--- src/rtl/noun_loader_pkg.sv ---
// rtl/noun_loader_pkg.sv - shared widths, memory write code and loader state encoding
package noun_loader_pkg;

    localparam int MEMORY_ADDR_WIDTH = 10;
    localparam int MEMORY_DATA_WIDTH = 16;

    localparam logic [1:0] MEM_FUNC_WRITE = 2'b01;

    typedef enum logic [2:0] {
        ST_IDLE      = 3'd0,
        ST_ACCEPT    = 3'd1,
        ST_ISSUE     = 3'd2,
        ST_WAIT_BUSY = 3'd3,
        ST_WAIT_DONE = 3'd4,
        ST_START     = 3'd5,
        ST_RUN       = 3'd6,
        ST_ERR       = 3'd7
    } loader_state_t;

endpackage

--- src/rtl/noun_loader_ack_timer.sv ---
// rtl/noun_loader_ack_timer.sv - per-phase memory acknowledge timeout counter
module loader_ack_timer #(
    parameter int ACK_TIMEOUT = 255
) (
    input  logic clk,
    input  logic rst,
    input  logic load,
    output logic expired
);

    localparam int CW = $clog2(ACK_TIMEOUT + 1);
    localparam logic [CW-1:0] LAST = CW'(ACK_TIMEOUT - 1);

    logic [CW-1:0] count;

    // count holds k-1 during the k-th cycle after a load, saturating at LAST
    always_ff @(posedge clk) begin
        if (rst || load) begin
            count <= '0;
        end else if (count != LAST) begin
            count <= count + 1'b1;
        end
    end

    assign expired = (count == LAST);

endmodule

--- src/rtl/noun_loader.sv ---
// rtl/noun_loader.sv - streams a noun image into memory, then launches and waits for traversal
module noun_loader
    import noun_loader_pkg::*;
#(
    parameter int MAX_WORDS   = 1024,
    parameter int ACK_TIMEOUT = 255
) (
    input  logic                         clk,
    input  logic                         rst,
    input  logic                         load_start,
    input  logic [MEMORY_ADDR_WIDTH-1:0] base_addr,
    input  logic [MEMORY_ADDR_WIDTH-1:0] root_addr,
    input  logic                         in_valid,
    output logic                         in_ready,
    input  logic [MEMORY_DATA_WIDTH-1:0] in_data,
    input  logic                         in_last,
    input  logic                         mem_ready,
    output logic                         mem_execute,
    output logic [1:0]                   mem_func,
    output logic [MEMORY_ADDR_WIDTH-1:0] address,
    output logic [MEMORY_DATA_WIDTH-1:0] write_data,
    output logic                         bus_sel,
    output logic [MEMORY_ADDR_WIDTH-1:0] trav_start_addr,
    output logic                         trav_execute,
    input  logic                         trav_finished,
    output logic                         busy,
    output logic                         done,
    output logic                         error,
    output logic [MEMORY_ADDR_WIDTH:0]   word_count
);

    localparam int WCW = MEMORY_ADDR_WIDTH + 1;

    loader_state_t                state;
    logic [MEMORY_ADDR_WIDTH-1:0] addr_ptr;
    logic [MEMORY_ADDR_WIDTH-1:0] root_q;
    logic                         last_q;
    logic                         addr_wrapped;
    logic                         tmr_load;
    logic                         tmr_expired;

    // restart the timer on every entry into WAIT_BUSY (from ISSUE) and WAIT_DONE
    assign tmr_load = (state == ST_ISSUE) || (state == ST_WAIT_BUSY && !mem_ready);

    loader_ack_timer #(.ACK_TIMEOUT(ACK_TIMEOUT)) u_ack_timer (
        .clk     (clk),
        .rst     (rst),
        .load    (tmr_load),
        .expired (tmr_expired)
    );

    always_ff @(posedge clk) begin
        if (rst) begin
            state           <= ST_IDLE;
            in_ready        <= 1'b0;
            mem_execute     <= 1'b0;
            mem_func        <= 2'b00;
            address         <= '0;
            write_data      <= '0;
            bus_sel         <= 1'b0;
            trav_start_addr <= '0;
            trav_execute    <= 1'b0;
            busy            <= 1'b0;
            done            <= 1'b0;
            error           <= 1'b0;
            word_count      <= '0;
            addr_ptr        <= '0;
            root_q          <= '0;
            last_q          <= 1'b0;
            addr_wrapped    <= 1'b0;
        end else begin
            mem_execute <= 1'b0;
            done        <= 1'b0;
            error       <= 1'b0;
            case (state)
                ST_IDLE: begin
                    if (load_start) begin
                        state        <= ST_ACCEPT;
                        busy         <= 1'b1;
                        bus_sel      <= 1'b1;
                        in_ready     <= 1'b1;
                        word_count   <= '0;
                        addr_ptr     <= base_addr;
                        root_q       <= root_addr;
                        addr_wrapped <= 1'b0;
                        mem_func     <= MEM_FUNC_WRITE;
                    end
                end
                ST_ACCEPT: begin
                    if (in_valid) begin
                        in_ready <= 1'b0;
                        // a word that would exceed the budget or wrap the address space is dropped
                        if (word_count == WCW'(MAX_WORDS) || addr_wrapped) begin
                            state <= ST_ERR;
                        end else begin
                            write_data <= in_data;
                            last_q     <= in_last;
                            state      <= ST_ISSUE;
                        end
                    end
                end
                ST_ISSUE: begin
                    if (mem_ready) begin
                        mem_execute <= 1'b1;
                        address     <= addr_ptr;
                        state       <= ST_WAIT_BUSY;
                    end
                end
                ST_WAIT_BUSY: begin
                    if (!mem_ready) begin
                        state <= ST_WAIT_DONE;
                    end else if (tmr_expired) begin
                        state <= ST_ERR;
                    end
                end
                ST_WAIT_DONE: begin
                    if (mem_ready) begin
                        word_count <= word_count + 1'b1;
                        addr_ptr   <= addr_ptr + 1'b1;
                        if (addr_ptr == '1) begin
                            addr_wrapped <= 1'b1;
                        end
                        if (last_q) begin
                            bus_sel <= 1'b0;
                            state   <= ST_START;
                        end else begin
                            in_ready <= 1'b1;
                            state    <= ST_ACCEPT;
                        end
                    end else if (tmr_expired) begin
                        state <= ST_ERR;
                    end
                end
                ST_START: begin
                    trav_start_addr <= root_q;
                    trav_execute    <= 1'b1;
                    state           <= ST_RUN;
                end
                ST_RUN: begin
                    if (trav_finished) begin
                        trav_execute <= 1'b0;
                        done         <= 1'b1;
                        busy         <= 1'b0;
                        state        <= ST_IDLE;
                    end
                end
                ST_ERR: begin
                    error   <= 1'b1;
                    busy    <= 1'b0;
                    bus_sel <= 1'b0;
                    state   <= ST_IDLE;
                end
                default: state <= ST_IDLE;
            endcase
        end
    end

endmodule

--- config.mk ---
export PLATFORM = sky130hd
export DESIGN_NAME = noun_loader
export DESIGN_NICKNAME = d
export VERILOG_FILES = /design/src/rtl/noun_loader_pkg.sv /design/src/rtl/noun_loader_ack_timer.sv /design/src/rtl/noun_loader.sv
export SDC_FILE = /design/constraint.sdc
export NUM_CORES = 1
export LEC_CHECK = 0
export BUFFER_PORTS_ARGS = -buffer_cell sky130_fd_sc_hd__buf_4
export CAP_MARGIN = 20
export CORE_MARGIN = 2
export CORE_UTILIZATION = 30
export CTS_BUF_LIST = sky130_fd_sc_hd__clkbuf_4
export DETAILED_ROUTE_END_ITERATION = 7
export HOLD_SLACK_MARGIN = 0.05
export SETUP_SLACK_MARGIN = 0.4
export SYNTH_ARGS = -nofsm -noshare
export SYNTH_HDL_FRONTEND = slang
export SYNTH_SLANG_ARGS = --single-unit
--- constraint.sdc ---
create_clock -name clk -period 4.6 [get_ports clk]
set_input_delay 0.69 -clock clk [delete_from_list [all_inputs] [get_ports clk]]
set_output_delay 0.69 -clock clk [all_outputs]
set_load 0.03 [all_outputs]
==> impl_metrics.ini <==
[status]
status = finished clean

[critical_path]
required_ns = 4.94
worst-endpoint-arrival_ns = 2.73
critPathCaptureType = flip-flop
slowest_delay_ns = 0.87
crit_type = flip-flop to flip-flop
startpoint_type = flip-flop
crit_chain = nor2b_1, nand2_1, nand2_1, a21oi_1
cpMostUsedCell = nand2_1
cp_max_fo = 24
cpMaxStageDelayCell = dfxtp_1

[place]
dp_hpwl_mm = 7.056
dp.cells = 721
gp_congestion = 0.8157
io_buffers = 97

[yosys]
synthSimpleGateAreaFrac_pct = 25.38
synth_area_leaders = dfxtp_1, nand2_1, a21oi_1, mux2i_1, nand3_1
synthArstFlopShare_pct = 0
ys_ff_latch = 88
synthAdderAreaFrac_pct = 1.592
ys_warn_count = 0
synth_edf_count = 0
synth_cells = 481
avgSynthCellArea_um2 = 8.168
ys.flop_type = dfxtp_1
postSynthNetCount = 529
yosysTopAreaCell = dfxtp_1
synth_top_area_share_pct = 44.84
synthMuxAreaShare_pct = 5.892
synth_top_family_by_area = simple AND/OR/NAND/NOR gates
synth_xor_area_share_pct = 1.561
synth_seq_area_share_pct = 44.84
ys_types = 57
syn_area_um2 = 3929
synth_compound_area_share_pct = 16.08

[final_layout]
fin_nets = 608
fillers = 1352
drive_gt1_share_pct = 23.01
diodes = 0
syn2layout_area_growth_pct = 25.32
instances_no_fill = 737

[route]
first_pass_iters = 5
postRouteAntennaNets = 0
top_layer = met4
vias = 3654
dr_wl_met3_um = 661
m1WireLength_mm = 4.677
drtIter0Drc = 286
routed_wl_mm = 10.15
dr_wl_met2_mm = 4.722
drc = 0
wl_per_cell_um = 13.78
avgViaCountPerCell = 4.958

[clock_network]
clock_latency_ns = 0.46
numCtsBuffers = 9
clk_pin_slew_ns = 0.15
clockBufferDepth = 2
cts_sinks = 88
hold_buffers = 0
clockRootBuffer = clkbuf_4
htreeDepth = 3
cts_resized = 0
cts_tree = built
cts_setup_buffers = 0

[global_route]
grt_pass1_wl_mm = 16.64
grt_overflow = 0
antenna_found_initial = 0
grt_pass1_vias = 3437
grt_use_total_pct = 14.47
grt_max_degree = 48

[timing]
fin_crit_ns = 2.389
rsz0062_at_grt = false
relSlewSlack_pct = 38.29
whs_ns = 0.4631
clock_skew_ns = 0.02226
final-hold-violation-count = 0
period_share_pct = 51.92
setup_tns_ns = 0
max_freq_mhz = 418.7
worstMarginPinSlew_ns = 0.9244
slew_viol_final = 0
finalSetupViolCount = 0

[worst_hold_path]
worstHoldPathType = input port to flip-flop

[run]
maxCapViolations = 0

[pwr]
switching_share_pct = 31.40
power_density_nw_per_um2 = 346.0
p_int_mw = 1.169
p_leak_nw = 1.921
comb_power_share_pct = 18.7
p_clk_share_pct = 30.2
sequentialPowerShare_pct = 51.0
peakVddDrop_mv = 0.1808
p_sw_mw = 0.5348

[die]
start_util_pct = 30.88
fp.dieH_um = 118.4
dieArea_um2 = 14030
die_x_um = 118.4
placementRows = 41
coreArea_um2 = 12720
ios = 99
[layout make-up]
cell class                 count  area (um2)  area share (%)
multi-input combinational    352        1993           40.48
sequential                    88        1762           35.78
timing repair buffer         100       750.7           15.25
tap                          172       215.2           4.371
clock inverter                 7       101.3           2.058
clock buffer                   9       67.56           1.372
inverter                       9       33.78          0.6862
[cells in the final DEF (no fill, tap or decap), types with 5 or more instances in the layout]
master	instances
nand2_1	109
nand3_1	27
or3_1	6
ha_1	5
a21oi_1	59
mux2i_1	22
buf_4	100
clkbuf_4	9
nand4_1	5
o21ai_0	17
dfxtp_1	88
and4_1	5
nor2_1	27
inv_1	8
[critical path, delay by kind of cell, from the launching register on]
family / cells / cell delay, ns
AOI/OAI and AO/OA: 1 / 0.08
DFF: 1 / 0.87
and+or+nand+nor: 3 / 1.32
[sequential cells by signal (all words and copies together), names as in the netlist, 3 cells and up]
signal	cells
u_ack_timer.count	8
state	3
write_data	16
root_q	10
word_count	11
address	10
addr_ptr	10
trav_start_addr	10
[path summary, 6_finish.rpt]
check / end / from / cells past startpoint / slack (ns)
worst max-delay path: trav_start_addr[3]$_SDFFE_PP0P_ / state[2]$_SDFFE_PP0P_ / 4 / 2.21
worst min-delay path: root_q[6]$_SDFFE_PP0P_ / root_addr[6] / 3 / 0.46
worst max register to register: trav_start_addr[3]$_SDFFE_PP0P_ / state[2]$_SDFFE_PP0P_ / 4 / 2.21
worst min register to register: address[2]$_SDFFE_PP0P_ / address[2]$_SDFFE_PP0P_ / 2 / 0.46
[per-stage QoR]
stage / instance area (um2) / worst slack (ns) / utilization (%) / power [mW]
5_1_grt: 4923 / 1.927 / 38.70 / 1.791
6_report: 4923 / 2.211 / 38.70 / 1.703
2_1_floorplan: 3929 / 2.774 / - / 1.100
3_3_place_gp: 4755 / 2.291 / 37.37 / 1.199
4_1_cts: 4923 / 2.196 / 38.70 / 1.722
3_5_place_dp: 4755 / 2.202 / 37.37 / 1.205
[power by group through the flow]
stage / clock network [mW] / registers (mW) / logic, mW
CTS: 0.532 / 0.869 / 0.321
finish: 0.515 / 0.870 / 0.319
global placement: 0 / 0.884 / 0.315
detailed placement: 0 / 0.885 / 0.320
floorplan: 0 / 0.897 / 0.203
global route: 0.558 / 0.878 / 0.355
[cells by family (layout without fill, tap and decap cells)]
group / after synthesis / in the layout
compound gates: 106 / 106
xor+xnor: 7 / 7
fa+ha+maj: 5 / 5
buf+inv: 41 / 125
flops: 88 / 88
mux: 23 / 23
other cells: 1 / 1
simple gates: 210 / 210
[Yosys cell counts, types with 3 or more instances]
cell,count
inv_1,8
nand4_1,5
and3_1,3
a21oi_1,59
buf_2,8
a211oi_1,4
o31ai_1,4
or3_1,6
clkbuf_1,18
a41oi_1,3
buf_1,3
nor3b_1,3
o221a_2,3
nand3_1,27
dfxtp_1,88
mux2i_1,22
xor2_1,4
nor2_1,27
ha_1,5
o21ai_0,17
o22ai_1,4
nand2_1,109
xnor2_1,3
and4_1,5
nor3_1,4
[per-layer routing]
layer	vias up	track usage, %
met3	8	4.778
li1	1839	-
met4	0	3.497
met1	1711	18.93
met2	96	23.05
met5	-	0
No activity file was read; power rests on OpenSTA's default activity.
